==> config.mk <==
export PLATFORM = sky130hd
export DESIGN_NAME = bf0_input_buffer
export DESIGN_NICKNAME = d
export VERILOG_FILES = /design/src/rtl/bf0_input_buffer.sv
export SDC_FILE = /design/constraint.sdc
export NUM_CORES = 2
export LEC_CHECK = 0
export CORE_ASPECT_RATIO = 1.4
export CORE_MARGIN = 3
export CORE_UTILIZATION = 41
export DETAILED_ROUTE_END_ITERATION = 10
export PLACE_DENSITY = 0.61
export SLEW_MARGIN = 10
export SYNTH_ARGS = -nofsm -noshare
export SYNTH_HDL_FRONTEND = slang
export SYNTH_SLANG_ARGS = --single-unit
==> constraint.sdc <==
create_clock -name clk -period 69.1 [get_ports clk]
set_input_delay 17.275 -clock clk [delete_from_list [all_inputs] [get_ports clk]]
set_output_delay 17.275 -clock clk [all_outputs]
set_load 0.01 [all_outputs]
==> src/rtl/bf0_input_buffer.sv <==
// Input staging for the first butterfly stage: buffers the first half of each frame
// and presents it lane-by-lane alongside the matching second-half sample.
module bf0_input_buffer #(
    parameter int IN_DATA_W = 9,
    parameter int UNIT_SIZE = 16,
    parameter int HALF_CNT  = 16
) (
    input  logic                                      clk,
    input  logic                                      rst,
    input  logic                                      valid_in,
    input  logic signed [UNIT_SIZE-1:0][IN_DATA_W-1:0] input_real,
    input  logic signed [UNIT_SIZE-1:0][IN_DATA_W-1:0] input_imag,
    output logic                                      valid_out,
    output logic signed [UNIT_SIZE-1:0][IN_DATA_W-1:0] output_sr_real,
    output logic signed [UNIT_SIZE-1:0][IN_DATA_W-1:0] output_sr_imag,
    output logic signed [UNIT_SIZE-1:0][IN_DATA_W-1:0] output_org_real,
    output logic signed [UNIT_SIZE-1:0][IN_DATA_W-1:0] output_org_imag,
    output logic                                      busy
);

    localparam int CNT_W = $clog2(2 * HALF_CNT);
    localparam logic [CNT_W-1:0] CNT_LAST = CNT_W'(2 * HALF_CNT - 1);
    localparam logic [CNT_W-1:0] CNT_HALF = CNT_W'(HALF_CNT);

    typedef logic signed [UNIT_SIZE-1:0][IN_DATA_W-1:0] lanes_t;

    logic [CNT_W-1:0] cnt_q, cnt_d;
    logic             valid_q, valid_d;
    lanes_t           sr_real_q, sr_real_d;
    lanes_t           sr_imag_q, sr_imag_d;
    lanes_t           org_real_q, org_real_d;
    lanes_t           org_imag_q, org_imag_d;
    lanes_t           fifo_real_q [HALF_CNT];
    lanes_t           fifo_real_d [HALF_CNT];
    lanes_t           fifo_imag_q [HALF_CNT];
    lanes_t           fifo_imag_d [HALF_CNT];
    logic             pair_phase;

    // The shift register advances on every accepted cycle: FILL loads it, and in PAIR
    // each shift both pops the oldest entry and tops it up with data FILL later overwrites.
    always_comb begin
        // NOTE: every always_comb output gets a default first so no path can infer a latch.
        pair_phase  = (cnt_q >= CNT_HALF);
        cnt_d       = cnt_q;
        valid_d     = 1'b0;
        sr_real_d   = sr_real_q;
        sr_imag_d   = sr_imag_q;
        org_real_d  = org_real_q;
        org_imag_d  = org_imag_q;
        fifo_real_d = fifo_real_q;
        fifo_imag_d = fifo_imag_q;

        if (valid_in) begin
            cnt_d = (cnt_q == CNT_LAST) ? '0 : cnt_q + CNT_W'(1);
            for (int j = 0; j < HALF_CNT - 1; j++) begin
                fifo_real_d[j] = fifo_real_q[j+1];
                fifo_imag_d[j] = fifo_imag_q[j+1];
            end
            fifo_real_d[HALF_CNT-1] = input_real;
            fifo_imag_d[HALF_CNT-1] = input_imag;

            if (pair_phase) begin
                valid_d    = 1'b1;
                sr_real_d  = fifo_real_q[0];
                sr_imag_d  = fifo_imag_q[0];
                org_real_d = input_real;
                org_imag_d = input_imag;
            end
        end
    end

    // NOTE: sequential state uses non-blocking assignments so every flop samples pre-edge values.
    always_ff @(posedge clk or posedge rst) begin
        if (rst) begin
            cnt_q      <= '0;
            valid_q    <= 1'b0;
            sr_real_q  <= '0;
            sr_imag_q  <= '0;
            org_real_q <= '0;
            org_imag_q <= '0;
        end else begin
            cnt_q      <= cnt_d;
            valid_q    <= valid_d;
            sr_real_q  <= sr_real_d;
            sr_imag_q  <= sr_imag_d;
            org_real_q <= org_real_d;
            org_imag_q <= org_imag_d;
        end
    end

    // NOTE: storage is deliberately left unreset; FILL always rewrites it before PAIR reads it.
    always_ff @(posedge clk) begin
        fifo_real_q <= fifo_real_d;
        fifo_imag_q <= fifo_imag_d;
    end

    assign valid_out       = valid_q;
    assign output_sr_real  = sr_real_q;
    assign output_sr_imag  = sr_imag_q;
    assign output_org_real = org_real_q;
    assign output_org_imag = org_imag_q;
    assign busy            = (cnt_q != '0);

endmodule

# Word level (Yosys, flattened, before mapping)
# Index checks and enable logic that the tools add are counted.
# op_classes
n_addsub	1
magnitude_cmp	1
n_eq_ne	1
n_mux	3
n_reduce_logical	2
# ops
op	n
$add 5x1->5 const B	1
$eq 5x5->1 const B	1
$ge 5x5->1 const B	1
$mux 5	1
$reduce_bool 5->1	1
$mux 1	2
$reduce_and 2->1	1
# word_totals
reg_bits	5190
inputBits	291
out_inout_bits	578
wordCells	586

# Logic depth before layout (Yosys ltp)
# depth
word_depth	3
ltp_mapped	6
mapped_depth_nobuf	6

# Least setup slack after synthesis
# Ideal clock, no wire load.
# synth_path
kind	input to register
startpoint	input valid_in
endpoint	register org_real_q (netlist bit output_org_real[36])
setup_time_ns	0.125
arrival_ns	18.289
required_time_ns	68.975
path_slack_ns	50.686
path_stages	6
n_path_buf	4
path_cell_list	buf_6 > and2_4 > buf_6 > buf_6 > buf_6 > mux2_4
# synth_via
elab_chain_len	1
# synth_lines
element	line_no	source
from (decl)	10	input logic valid_in,
$reduce_and 2->1 (no line)	n/a	
to (signal assigned)	86	org_real_q <= org_real_d;
to (decl)	31	lanes_t org_real_q, org_real_d;
# Every way passes these cells.
# A chain may end at the register's enable or synchronous reset.

# Worst setup path after layout
# layout_path
startpoint	input valid_in
endpoint	register fifo_imag_q[2278] (netlist name) (enable)
# layout_rtl
element	line_no	source
to (signal assigned)	94	fifo_imag_q <= fifo_imag_d;
to (decl)	35	lanes_t fifo_imag_q [HALF_CNT];
# No word-level cell between the ends.

==> impl_metrics.yaml <==
worst_setup_path:
  path_common_cell: "buf_4"
  cp_slowest_stage_delay_ps: 990
  path_delay_family: "buffers and inverters"
  cp_slowest_cell: "buf_4"
  path_max_fanout: 181
  crit_chain: "buf_16, buf_4, buf_4, buf_4, buf_12, buf_4, buf_4, buf_4"
  worstReg2RegStart: "cnt_q[4]$_DFFE_PP0P_"
  r2r_setup_slack_ps: 63420
  cp-end-kind: "register"
  critical_path_arrival_ps: 24200
  crit_path_start_kind: "input pin"
  path_buf_inv: 8
  worstSetupPathType: "in -> reg"
  r2r_cells: 7
  r2r_end: "output_org_imag[114]$_DFFE_PP0P_"
  worstPathRequired_ps: 69670
drt:
  totalWireLength_mm: 219.8
  drc_errors: 0
  drtPass1Iterations: 4
  ant_nets: 0
  drt_first_iter_violations: 4252
  routedWlPerCell_um: 17.18
  vias: 55876
  viasPerCell: 4.367
synthesis:
  ys_warn_count: 0
  syn-instance-count: 5857
  ys_ff_latch: 5190
  synth-xor-area-share_pct: 0
  syn_area_per_cell_um2: 27.79
  synth-edff-count: 4608
  synth_mux_area_share_pct: 5.212
  synth_ff_type: "edfxtp_1"
  synth_compound_area_share_pct: 0.01999
  synthSimpleGateAreaFrac_pct: 0.03844
  synthAdderAreaFrac_pct: 0.02306
  async_flop_share_pct: 11.21
  synth_cell_type_count: 19
  seq_area_frac_synth_pct: 93.96
  synth_area_mm2: 0.1628
  synth_top_family_by_area: "multiplexers"
  synthesis.nets: 6151
clocking:
  root_buffer: "clkbuf_16"
  cts_inserted_buffers: 453
  clockBufferDepth: 4
  cts_tree: "done"
  cts_resized: 0
  clk_latency_ps: 960
  post_cts_buffers: 0
  cts_sinks: 5190
  htreeDepth: 5
  cts_hold_buf: 0
  clk_pin_slew_ps: 60
run_status:
  status: "finished, final reports clean"
worst_hold_path:
  hold_start: "fifo_real_q[1275]$_DFFE_PP_"
  min_to: "fifo_real_q[1419]$_DFFE_PP_"
  hp-class: "reg -> reg"
  worstHoldPathCells: 0
floorplan:
  coreArea_mm2: 0.3952
  rows: 273
  start_util_pct: 41.18
  die_area_mm2: 0.4047
  io_pins: 869
  die_w_um: 538.5
  die_h_um: 751.5
placed_design:
  port_buffers: 868
  place_congestion: 0.7482
  dpl_cell_area_mm2: 0.1774
  hpwl_mm: 127.6
timing:
  setup_viol: 0
  setup_tns_ps: 0
  finalClockSkew_ps: 84.80
  hold_viol_final: 0
  rsz0062_at_grt: "no"
  slew_headroom_pct: 21.46
  fmaxAchievable_ghz: 0.04233
  whs_ps: 363.6
  worst_pin_slew_ps: 1178
  post-route-period-util_pct: 34.19
  slew_viol_final: 0
  fin_crit_ps: 23630
global_route:
  antenna_found_initial: 12
  grt_max_degree: 224
  grt_busiest_layer: "met2"
  grt.overflow.total: 0
  use_met3_pct: 2.879
  use_met1_pct: 14.27
  gr-usage-all-layers_pct: 10.53
  grt_pass1_vias: 56812
  grt_pass1_wl_mm: 336.6
  met2_usage_pct: 16.14
pwr:
  pwr_density_cell_mw_per_mm2: 38.47
  leakagePower_nw: 67.28
  worst_ir_drop_vdd_uv: 27.60
cells_and_area:
  area_growth_pct: 18.36
  layout-drive-gt1-share_pct: 17.55
  final_nets: 7475
  finalInstanceArea_mm2: 0.1926
run:
  max_cap_viol_count: 0
-- sequential cells by signal, summed over array words and instances (netlist names) --
name and cells:
fifo_imag_q 2304, fifo_real_q 2304, output_org_imag 144, output_org_real 144, output_sr_imag 144, output_sr_real 144, cnt_q 5, valid_out 1
-- placed cells by master, fill, tap and decap left out, types with 2 or more instances in the layout --
master / Yosys / routed
nand3_1: 2 / 2
clkinv_2: 0 / 82
nor2_1: 3 / 3
clkbuf_8: 0 / 30
clkbuf_16: 0 / 457
buf_4: 0 / 55
o21ai_0: 2 / 2
diode_2: 0 / 3
inv_16: 0 / 5
clkinvlp_4: 0 / 19
clkdlybuf4s50_1: 0 / 867
inv_1: 5 / 4
clkinv_4: 0 / 6
buf_12: 55 / 10
dfrtp_1: 582 / 582
bufinv_16: 0 / 51
nand3b_1: 2 / 2
mux2_2: 48 / 48
mux2_4: 529 / 529
clkbuf_1: 0 / 90
nand2_1: 3 / 3
edfxtp_1: 4608 / 4608
clkinv_16: 0 / 8
inv_6: 0 / 14
clkinv_8: 0 / 7
ha_1: 3 / 3
inv_8: 0 / 3
clkinv_1: 0 / 69
-- layer usage --
layer  routed length (um)  up-vias
li1                     -    25993
met1                95900    28178
met2               102000     1240
met3                13310      465
met4                 8668        0
met5                    0        -
-- cells by family (layout without fill, tap and decap cells) --
logic type	count (synthesis)	count (layout)
AO/OA/AOI/OAI	5	5
adder cells (fa/ha/maj)	3	3
buffers and inverters	70	1780
flip-flops	5190	5190
multiplexers	577	577
other	0	3
AND/OR/NAND/NOR	12	12
-- per-stage QoR --
step / setup WS, ps / total power, mW / util (%) / std cells
3_3_place_gp: 44840 / 4.953 / 44.89 / 11950
3_5_place_dp: 44450 / 4.977 / 44.89 / 11950
4_1_cts: 45590 / 7.536 / 48.74 / 12791
2_1_floorplan: 35540 / 4.408 / - / 5857
5_1_grt: 44980 / 7.721 / 48.74 / 12793
6_report: 45470 / 7.411 / 48.74 / 12795
-- Yosys cell counts, types with 2 or more instances --
library cell	instances	share of area [%]
buf_2	4	0.012
nand3_1	2	0.0062
ha_1	3	0.023
o21ai_0	2	0.0062
edfxtp_1	4608	85
buf_12	55	0.68
nand2_1	3	0.0069
mux2_4	529	4.9
mux2_2	48	0.33
nor2_1	3	0.0069
nand3b_1	2	0.0092
buf_6	6	0.042
inv_1	5	0.012
dfrtp_1	582	8.9
-- power breakdown --
group / internal [mW] / leakage (nW) / switching [mW] / total, mW
Clock: 1.45 / 7.40 / 1.07 / 2.52
Sequential: 3.78 / 51.9 / 0.156 / 3.94
Combinational: 0.564 / 7.95 / 0.395 / 0.958
Total: 5.79 / 67.3 / 1.62 / 7.41
-- how the worst max path moves through the flow --
stage                        start                          end  depth (start not counted)
after floorplan                rst         cnt_q[0]$_DFFE_PP0P_                          1
after global placement    valid_in  fifo_imag_q[1110]$_DFFE_PP_                          8
after detailed placement  valid_in  fifo_imag_q[1110]$_DFFE_PP_                          8
after CTS                 valid_in  fifo_imag_q[1686]$_DFFE_PP_                          8
after global routing      valid_in  fifo_imag_q[2263]$_DFFE_PP_                          8
final                     valid_in  fifo_imag_q[2278]$_DFFE_PP_                          8
-- final cells by class --
cell class | instances | area (um^2)
fill | 30836 | 202600
sequential | 5190 | 152900
clock buffer | 577 | 12190
timing repair buffer | 934 | 9330
multi-input combinational | 597 | 8616
tap | 5225 | 6538
clock inverter | 264 | 3002
inverter | 5 | 26.28
antenna | 3 | 7.507
Note: power is estimated with default switching activity, not from simulation.
